===== src/rtl/ahb_apb_bridge_mc_pkg.sv =====
// Shared constants for the AHB-Lite to multi-slave APB4 bridge: FSM encodings,
// AHB transfer/response codes and the write byte-strobe helper.
package ahb_apb_bridge_mc_pkg;

  localparam logic [2:0] ST_IDLE   = 3'd0;
  localparam logic [2:0] ST_WDATA  = 3'd1;
  localparam logic [2:0] ST_SETUP  = 3'd2;
  localparam logic [2:0] ST_ACCESS = 3'd3;
  localparam logic [2:0] ST_ERR1   = 3'd4;
  localparam logic [2:0] ST_ERR2   = 3'd5;

  localparam logic [1:0] HTRANS_IDLE   = 2'b00;
  localparam logic [1:0] HTRANS_BUSY   = 2'b01;
  localparam logic [1:0] HTRANS_NONSEQ = 2'b10;
  localparam logic [1:0] HTRANS_SEQ    = 2'b11;

  localparam logic [1:0] HRESP_OKAY  = 2'b00;
  localparam logic [1:0] HRESP_ERROR = 2'b01;

  // Strobe for a (1<<size)-byte beat at byte offset within the bus word; up to 8 lanes.
  function automatic logic [7:0] byte_strobe(input logic [2:0] size, input logic [2:0] offset);
    logic [15:0] mask;
    mask = (16'd1 << (16'd1 << size)) - 16'd1;
    mask = mask << offset;
    return mask[7:0];
  endfunction

endpackage


===== src/rtl/ahb_apb_bridge_mc_apb_slv_decoder.sv =====
// Turns the registered slave index into a one-hot PSEL and steers the selected
// slave's PRDATA/PREADY/PSLVERR back to the bridge.
module apb_slv_decoder #(
  parameter int DATA_W  = 32,
  parameter int NUM_SLV = 4,
  parameter int SEL_W   = 2
) (
  input  logic [SEL_W-1:0]          idx,
  input  logic                      en,
  input  logic [NUM_SLV*DATA_W-1:0] prdata,
  input  logic [NUM_SLV-1:0]        pready,
  input  logic [NUM_SLV-1:0]        pslverr,
  output logic [NUM_SLV-1:0]        psel,
  output logic [DATA_W-1:0]         prdata_sel,
  output logic                      pready_sel,
  output logic                      pslverr_sel
);

  always_comb begin
    psel        = '0;
    prdata_sel  = '0;
    pready_sel  = 1'b0;
    pslverr_sel = 1'b0;
    for (int i = 0; i < NUM_SLV; i++) begin
      if (idx == SEL_W'(i)) begin
        psel[i]     = en;
        prdata_sel  = prdata[i*DATA_W +: DATA_W];
        pready_sel  = pready[i];
        pslverr_sel = pslverr[i];
      end
    end
  end

endmodule


===== src/rtl/ahb_apb_bridge_mc.sv =====
// AHB-Lite slave to APB4 master bridge with slave decode, byte strobes, error
// responses (decode, size/alignment, PSLVERR, timeout) and back-to-back accepts.
module ahb_apb_bridge_mc
  import ahb_apb_bridge_mc_pkg::*;
#(
  parameter int ADDR_W      = 32,
  parameter int DATA_W      = 32,
  parameter int NUM_SLV     = 4,
  parameter int SLV_LSB     = 12,
  parameter int TIMEOUT_CYC = 16
) (
  input  logic                      HCLK,
  input  logic                      HRESET_n,
  input  logic                      HSEL,
  input  logic                      HREADYIN,
  input  logic                      HWRITE,
  input  logic [1:0]                HTRANS,
  input  logic [2:0]                HSIZE,
  input  logic [2:0]                HBURST,
  input  logic [ADDR_W-1:0]         HADDR,
  input  logic [DATA_W-1:0]         HWDATA,
  output logic [DATA_W-1:0]         HRDATA,
  output logic                      HREADYOUT,
  output logic [1:0]                HRESP,
  output logic [NUM_SLV-1:0]        PSELx,
  output logic                      PENABLE,
  output logic                      PWRITE,
  output logic [ADDR_W-1:0]         PADDR,
  output logic [DATA_W-1:0]         PWDATA,
  output logic [DATA_W/8-1:0]       PSTRB,
  input  logic [NUM_SLV*DATA_W-1:0] PRDATA,
  input  logic [NUM_SLV-1:0]        PREADY,
  input  logic [NUM_SLV-1:0]        PSLVERR
);

  localparam int SEL_W   = (NUM_SLV > 1) ? $clog2(NUM_SLV) : 1;
  localparam int STRB_W  = DATA_W / 8;
  localparam int OFF_W   = $clog2(STRB_W);
  localparam int CNT_W   = (TIMEOUT_CYC > 0) ? $clog2(TIMEOUT_CYC + 1) : 1;
  localparam int TO_LAST = (TIMEOUT_CYC > 0) ? TIMEOUT_CYC - 1 : 0;

  logic [2:0]        state;
  logic [2:0]        state_nxt;
  logic [SEL_W-1:0]  idx_q;
  logic [SEL_W-1:0]  haddr_idx;
  logic [CNT_W-1:0]  to_cnt;
  logic [DATA_W-1:0] hrdata_q;
  logic [DATA_W-1:0] prdata_sel;
  logic              pready_sel;
  logic              pslverr_sel;
  logic              psel_en;
  logic              hready_int;
  logic              accept;
  logic              done_ok;
  logic              rd_done;
  logic              timeout_hit;
  logic              idx_err;
  logic              size_err;
  logic              misalign;
  logic              pre_err;
  logic [7:0]        size_bytes;
  logic [2:0]        align_mask;
  logic [2:0]        offset;
  logic [7:0]        strb_full;
  logic [2:0]        accept_target;
  logic              unused;

  assign unused = ^{HBURST, HTRANS[0]};

  // Address-phase decode and legality checks, evaluated on every candidate accept
  assign haddr_idx  = HADDR[SLV_LSB +: SEL_W];
  assign idx_err    = 32'(haddr_idx) >= NUM_SLV;
  assign size_bytes = 8'd1 << HSIZE;
  assign size_err   = size_bytes > 8'(STRB_W);
  assign align_mask = size_bytes[2:0] - 3'd1;
  assign misalign   = |(HADDR[2:0] & align_mask);
  assign pre_err    = idx_err | size_err | misalign;
  assign offset     = 3'(HADDR[OFF_W-1:0]);
  assign strb_full  = byte_strobe(HSIZE, offset);

  assign done_ok     = (state == ST_ACCESS) && pready_sel && !pslverr_sel;
  assign rd_done     = done_ok && !PWRITE;
  assign timeout_hit = (TIMEOUT_CYC != 0) && (to_cnt == CNT_W'(TO_LAST));
  assign psel_en     = (state == ST_SETUP) || (state == ST_ACCESS);

  always_comb begin
    hready_int = 1'b0;
    case (state)
      ST_IDLE, ST_ERR2: hready_int = 1'b1;
      ST_ACCESS:        hready_int = done_ok;
      default:          hready_int = 1'b0;
    endcase
  end

  assign accept = HSEL && HREADYIN && HTRANS[1] && hready_int;

  always_comb begin
    accept_target = ST_SETUP;
    if (pre_err)
      accept_target = ST_ERR1;
    else if (HWRITE)
      accept_target = ST_WDATA;
  end

  always_comb begin
    state_nxt = state;
    case (state)
      ST_IDLE:  if (accept) state_nxt = accept_target;
      ST_WDATA: state_nxt = ST_SETUP;
      ST_SETUP: state_nxt = ST_ACCESS;
      ST_ACCESS: begin
        if (pready_sel) begin
          if (pslverr_sel)
            state_nxt = ST_ERR1;
          else if (accept)
            state_nxt = accept_target;
          else
            state_nxt = ST_IDLE;
        end else if (timeout_hit) begin
          state_nxt = ST_ERR1;
        end
      end
      ST_ERR1:  state_nxt = ST_ERR2;
      ST_ERR2:  state_nxt = accept ? accept_target : ST_IDLE;
      default:  state_nxt = ST_IDLE;
    endcase
  end

  // Control: FSM and wait-state counter
  always_ff @(posedge HCLK or negedge HRESET_n) begin
    if (!HRESET_n) begin
      state  <= ST_IDLE;
      to_cnt <= '0;
    end else begin
      state <= state_nxt;
      if (state_nxt == ST_SETUP && state != ST_SETUP)
        to_cnt <= '0;
      else if (state == ST_ACCESS && !pready_sel)
        to_cnt <= to_cnt + CNT_W'(1);
    end
  end

  // APB request registers: loaded only by a legal accept, stable through ACCESS
  always_ff @(posedge HCLK or negedge HRESET_n) begin
    if (!HRESET_n) begin
      idx_q    <= '0;
      PADDR    <= '0;
      PWRITE   <= 1'b0;
      PSTRB    <= '0;
      PWDATA   <= '0;
      hrdata_q <= '0;
    end else begin
      if (accept && !pre_err) begin
        idx_q  <= haddr_idx;
        PADDR  <= HADDR;
        PWRITE <= HWRITE;
        PSTRB  <= HWRITE ? strb_full[STRB_W-1:0] : '0;
      end
      if (state == ST_WDATA)
        PWDATA <= HWDATA;
      if (rd_done)
        hrdata_q <= prdata_sel;
    end
  end

  apb_slv_decoder #(
    .DATA_W  (DATA_W),
    .NUM_SLV (NUM_SLV),
    .SEL_W   (SEL_W)
  ) u_dec (
    .idx         (idx_q),
    .en          (psel_en),
    .prdata      (PRDATA),
    .pready      (PREADY),
    .pslverr     (PSLVERR),
    .psel        (PSELx),
    .prdata_sel  (prdata_sel),
    .pready_sel  (pready_sel),
    .pslverr_sel (pslverr_sel)
  );

  assign PENABLE   = (state == ST_ACCESS);
  assign HREADYOUT = hready_int;
  assign HRESP     = ((state == ST_ERR1) || (state == ST_ERR2)) ? HRESP_ERROR : HRESP_OKAY;
  assign HRDATA    = rd_done ? prdata_sel : hrdata_q;

endmodule


===== config.mk =====
export PLATFORM = sky130hd
export DESIGN_NAME = ahb_apb_bridge_mc
export DESIGN_NICKNAME = d
export VERILOG_FILES = /design/src/rtl/ahb_apb_bridge_mc_pkg.sv /design/src/rtl/ahb_apb_bridge_mc_apb_slv_decoder.sv /design/src/rtl/ahb_apb_bridge_mc.sv
export SDC_FILE = /design/constraint.sdc
export NUM_CORES = 1
export LEC_CHECK = 0
export CORE_AREA = 2 2 123 125
export CTS_CLUSTER_SIZE = 25
export DETAILED_ROUTE_END_ITERATION = 8
export DIE_AREA = 0 0 125 127
export GPL_TIMING_DRIVEN = 0
export PLACE_DENSITY = 0.79
export SKIP_CTS_REPAIR_TIMING = 1
export SYNTH_ARGS = -nofsm -noshare
export SYNTH_HDL_FRONTEND = slang
export SYNTH_SLANG_ARGS = --single-unit

===== constraint.sdc =====
create_clock -name HCLK -period 3 [get_ports HCLK]
set_clock_uncertainty 0.1 [all_clocks]
set_input_delay 0.45 -clock HCLK [delete_from_list [all_inputs] [get_ports HCLK]]
set_output_delay 0.45 -clock HCLK [all_outputs]
set_load 0.02 [all_outputs]

After elaboration in Yosys (flattened, before gate mapping)
Index checks and enable logic that the tools add are counted.
- bits in writable memories: 0
- input bits: 213
- bits in read-only memories: 0
- output and inout bits: 109
- memories: 0
- latch bits: 0
- logic and storage cells: 79
- flip-flop bits (word level): 111
- reductions and logical operators: 20
- bitwise operators: 2
- muxes and demuxes: 30
- div/mod/pow operators: 0
- shifts and indexed selects: 4
- equal/unequal tests: 11
- $mul: 0
- magnitude comparators: 1
- add/subtract/negate cells: 3
- operators by type and width (cell ; count):
    2-to-1 mux 32 bit ; 5
    2-to-1 mux 3 bit ; 6
    one-hot mux 3 bit (6 select lines) ; 1
    left shift 1 x 16 -> 16 bit (first input constant) ; 1
    left shift 1 x 3 -> 16 bit (first input constant) ; 1
    left shift 16 x 2 -> 4 bit ; 1
    subtractor 16 x 1 -> 16 bit (second input constant) ; 1
    2-to-1 mux 1 bit ; 13
    2-to-1 mux 5 bit ; 2
    == test 3 x 2 -> 1 bit (second input constant) ; 3
    logical AND 1 bit ; 9
    greater-than comparator 8 x 3 -> 1 bit (second input constant) ; 1
    left shift 1 x 3 -> 8 bit (first input constant) ; 1
    == test 3 bit (second input constant) ; 2
    adder 5 x 1 -> 5 bit (second input constant) ; 1
    == test 5 x 4 -> 1 bit (second input constant) ; 1
    == test 2 bit (second input constant) ; 2
    zero test 1 bit ; 4
    2-to-1 mux 4 bit ; 1
    AND 3 bit ; 1
    == test 3 x 1 -> 1 bit (second input constant) ; 1
    zero test 3 bit ; 1
    inequality test 3 x 2 -> 1 bit (second input constant) ; 1
    OR reduction 3 bit ; 1
    other kinds (9) ; 10

Longest topological paths before layout
- depth in word-level cells: 16
- mapped depth: 9
- gate-level depth less buffers: 8

By module
Synthesis repeated with hierarchy kept, for this count alone.
- cell total of the unflattened synthesis: 345
- area, all modules: 5661.7 um^2
- modules (own cells, without submodules) (module ; cells each ; instances ; seq. area each (um^2) ; area an instance (um^2)):
    ahb_apb_bridge_mc ; 299 ; 1 ; 2727.6 ; 4789.6
    apb_slv_decoder ; 46 ; 1 ; 0.0 ; 872.1

Least setup slack after synthesis
No wires, ideal clock.
- path kind: register -> output
- start point: register, netlist name PADDR[12]
- end point: output HRDATA[10]
- arrival: 2.050 ns
- buffers on the path: 3
- path slack: 0.400 ns
- required time: 2.450 ns
- stages on the path, launching flop included: 6
- cell sequence: dfrtp_1 -> buf_4 -> buf_2 -> buf_2 -> mux4_2 -> mux2_4
- RTL lines (item ; RTL line ; text):
    end, declared ; ahb_apb_bridge_mc.sv:22 ; output logic [DATA_W-1:0] HRDATA,

Final worst setup path
- start point: input PSLVERR[2]
- end point: output HRDATA[28]
- cells in the longest elaborated chain, start to end: 6
- ends and longest elaborated chain (item ; RTL line ; text):
    start, declared ; ahb_apb_bridge_mc.sv:33 ; input logic [NUM_SLV-1:0] PSLVERR
    2-to-1 mux 1 bit (2 in a row) ; ahb_apb_bridge_mc_apb_slv_decoder.sv:25 ; if (idx == SEL_W'(i)) begin
    zero test 1 bit ; ahb_apb_bridge_mc.sv:81 ; assign done_ok = (state == ST_ACCESS) && pready_sel && !pslverr_sel;
    logical AND 1 bit ; ahb_apb_bridge_mc.sv:81 ;
    logical AND 1 bit ; ahb_apb_bridge_mc.sv:82 ; assign rd_done = done_ok && !PWRITE;
    2-to-1 mux 32 bit ; - ;
Every way passes these cells.

==> results by group <==
Cells and area
  • Final nets: 893
  • Area grow syn2layout: 69.9%
  • # fillers: 1,054
  • Final Non-Filler Cells: 866
  • Fraction of layout cells with a size suffix above 1: 0.325
  • Fin area: 9510 sq um
  • Commonest non-fill, non-tap cells in the layout: 278 x clkdlybuf4s50_1, 108 x dfrtp_1, 64 x mux2_4, 38 x buf_6, 37 x mux2_2
  • Most common cell after layout, fill and taps aside: clkdlybuf4s50_1

Detailed routing
  • # DRC: 0
  • Vias: 4,368
  • Wire per inst: 19.8 um
  • Drt total wl: 17,100 um
  • DRT Pass-1 Iters: 4
  • Post-route ant nets: 0
  • Vias per cell: 5.04
  • DR iter-0 viols: 144

Clock tree
  • Clock Path Buffers: 2
  • TritonCTS clock tree: yes
  • Worst-path clk slew: 0.08 ns
  • Clock sinks: 109
  • H-tree Lvls: 3
  • Worst-Skew Late Latency: 0.35 ns
  • Root buf cell: clkbuf_16
  • CTS buffer count: 9

Placement
  • Post-place instance area: 9000 sq um
  • DPL Wire Length: 13,500 um
  • Placed Cells: 841
  • Port Buf Inserts: 315
  • Routability cong.: 0.864

Pwr
  • Max VDD drop: 344 uV
  • Tot Pwr: 8.05 mW
  • Power Dens Cells: 847 nW/um^2
  • Leak: 4.10 nW

Worst setup path
  • CP Cell Sequence: clkdlybuf4s50_1 -> and4bb_4 -> nor4_4 -> or3_4 -> buf_8 -> clkbuf_16 -> mux2_4 -> buf_6
  • Startpoint Class: primary input
  • Req. time, crit path: 2.45 ns
  • Crit-path max FO: 6
  • Crit path kind: primary input to output pin
  • Crit. End Element: output pin
  • CP top delay family: buffers and inverters
  • Crit path DAT: 2.44 ns
  • Crit-path max cell delay: 0.42 ns
  • Slowest CP cell: clkdlybuf4s50_1
  • CP Buf/Inv Count: 4

Synthesis
  • Mapped Avg Cell Area: 16.4 sq um
  • Synth warnings: 0
  • Post-synth cell types: 45
  • Post-Syn Area: 5600 sq um
  • Post-Syn Instances: 341
  • Synth Register Bits: 109
  • Seq/Total Area, Yosys: 0.487
  • Syn_nets: 558

Global route
  • Grt total ovfl: 0
  • Global Route Usage Sum: 0.209
  • Initial antenna violation count: 1
  • First-pass GRT wire length: 26,000 um
  • Pin count of the biggest net entering global routing: 63
  • Number of global-route vias before repair: 4,729

Floorplanning
  • Die W: 125 um
  • Height of the die: 127 um
  • Initial Util: 0.388
  • Area of the die: 15,900 sq um
  • CORE AREA: 14,400 sq um
  • I/O pin cnt: 322
  • Row cnt: 44

Outcome
  • Status: finished clean

Job
  • Max-cap violations: 0

STA
  • # setup viols final: 0
  • Worst Tran Pin Value: 0.626 ns
  • Final worst path period need: 2.99 ns
  • Hold slack: 0.0125 ns
  • Hold Violations, Final: 0
  • Final Cycle Share: 0.998
  • Slew HR: 0.583
  • Final slew viol count: 0
  • FMAX: 334 MHz
  • Setup_tns: 0 ns
  • RSZ-0062 raised after global routing: true

Hold path
  • Min-delay worst type: primary input to async pin
synthesized netlist by cell type (all sizes together):
cell type,count,area share
and3,3,0.0034
o211ai,1,0.0013
or3,3,0.0034
a2111oi,2,0.0031
nand3b,1,0.0013
mux4,34,0.14
nor3,2,0.0018
mux2,101,0.25
nor2,7,0.0065
nor4bb,1,0.0018
a21oi,3,0.0027
a311o,1,0.0018
xor2,3,0.0047
buf,17,0.024
nand4,1,0.0011
nor4,1,0.0038
ha,4,0.0089
o22ai,1,0.0011
dfrtp,109,0.49
and4b,1,0.0018
inv,4,0.0027
clkbuf,6,0.0040
xnor2,2,0.0031
nand2,4,0.0027
a2bb2oi,1,0.0027
o32ai,1,0.0016
nand3,1,0.00089
and3b,2,0.0031
o21ai,3,0.0027
mux2i,3,0.0054
nor3b,2,0.0027
a221o,1,0.0018
a211o,1,0.0016
nor2b,4,0.0045
nor4b,1,0.0042
and4bb,2,0.0051
o311a,1,0.0018
a211oi,4,0.0054
conb,2,0.0013
cells by family after synthesis:
logic type               after synthesis  share of synthesized area
flip-flops                           109                      0.487
adder cells (fa/ha/maj)                4                    0.00894
buffers and inverters                 27                     0.0306
AO/OA/AOI/OAI                         20                     0.0275
XOR/XNOR                               5                    0.00783
multiplexers                         138                      0.388
AND/OR/NAND/NOR                       36                     0.0481
other                                  2                    0.00134
power by group:
part           total, mW  switching (mW)  internal, mW  leakage [nW]
Sequential          2.38           0.307          2.07          1.37
Clock               1.21           0.554         0.653         0.146
Combinational       4.47            1.95          2.52          2.58
Total               8.05            2.81          5.24          4.10
area by class of cell:
type	count	area, sq um	share of cell area
sequential	109	2730	0.287
antenna	1	2.50	0.000263
timing repair buffer	324	3310	0.348
tap	184	230	0.0242
multi-input combinational	205	2700	0.284
clock buffer	9	225	0.0237
inverter	4	15.0	0.00158
clock inverter	7	73.8	0.00776
buffer	23	223	0.0234
registers in the layout (all words and copies together), names as in the netlist:
signal and cells:
PSTRB 4, hrdata_q 32, PWDATA 32, PWRITE 1, to_cnt 5, PADDR 32
state 3
routing by layer:
metal,vias up,GRT usage,part of all wire
li1,1964,-,-
met1,2175,0.247,0.38
met2,206,0.369,0.52
met3,23,0.0603,0.076
met4,0,0.0647,0.019
met5,-,0,0
worst paths after layout:
path | cells after the start | to | slack, ns | start
worst max-delay path | 8 | HRDATA[28] | 0.005 | PSLVERR[2]
worst min-delay path | 1 | PADDR[29] | 0.01 | HRESET_n
worst max register to register | 8 | hrdata_q[24] | 0.74 | PADDR[12]
worst min register to register | 1 | hrdata_q[31] | 0.40 | hrdata_q[31]
max in group asynchronous | 2 | PWDATA[26] | 2.05 | HRESET_n
min in group HCLK | 1 | hrdata_q[31] | 0.40 | hrdata_q[31]
stage by stage:
step                worst slack, ns  utilization
detailed placement           -0.582        0.624
global placement              -2.66        0.623
global route                -0.0345        0.659
finish                      0.00541        0.659
floorplan                     0.400            -
CTS                          -0.838        0.645
No activity file was read; power rests on OpenSTA's default activity.
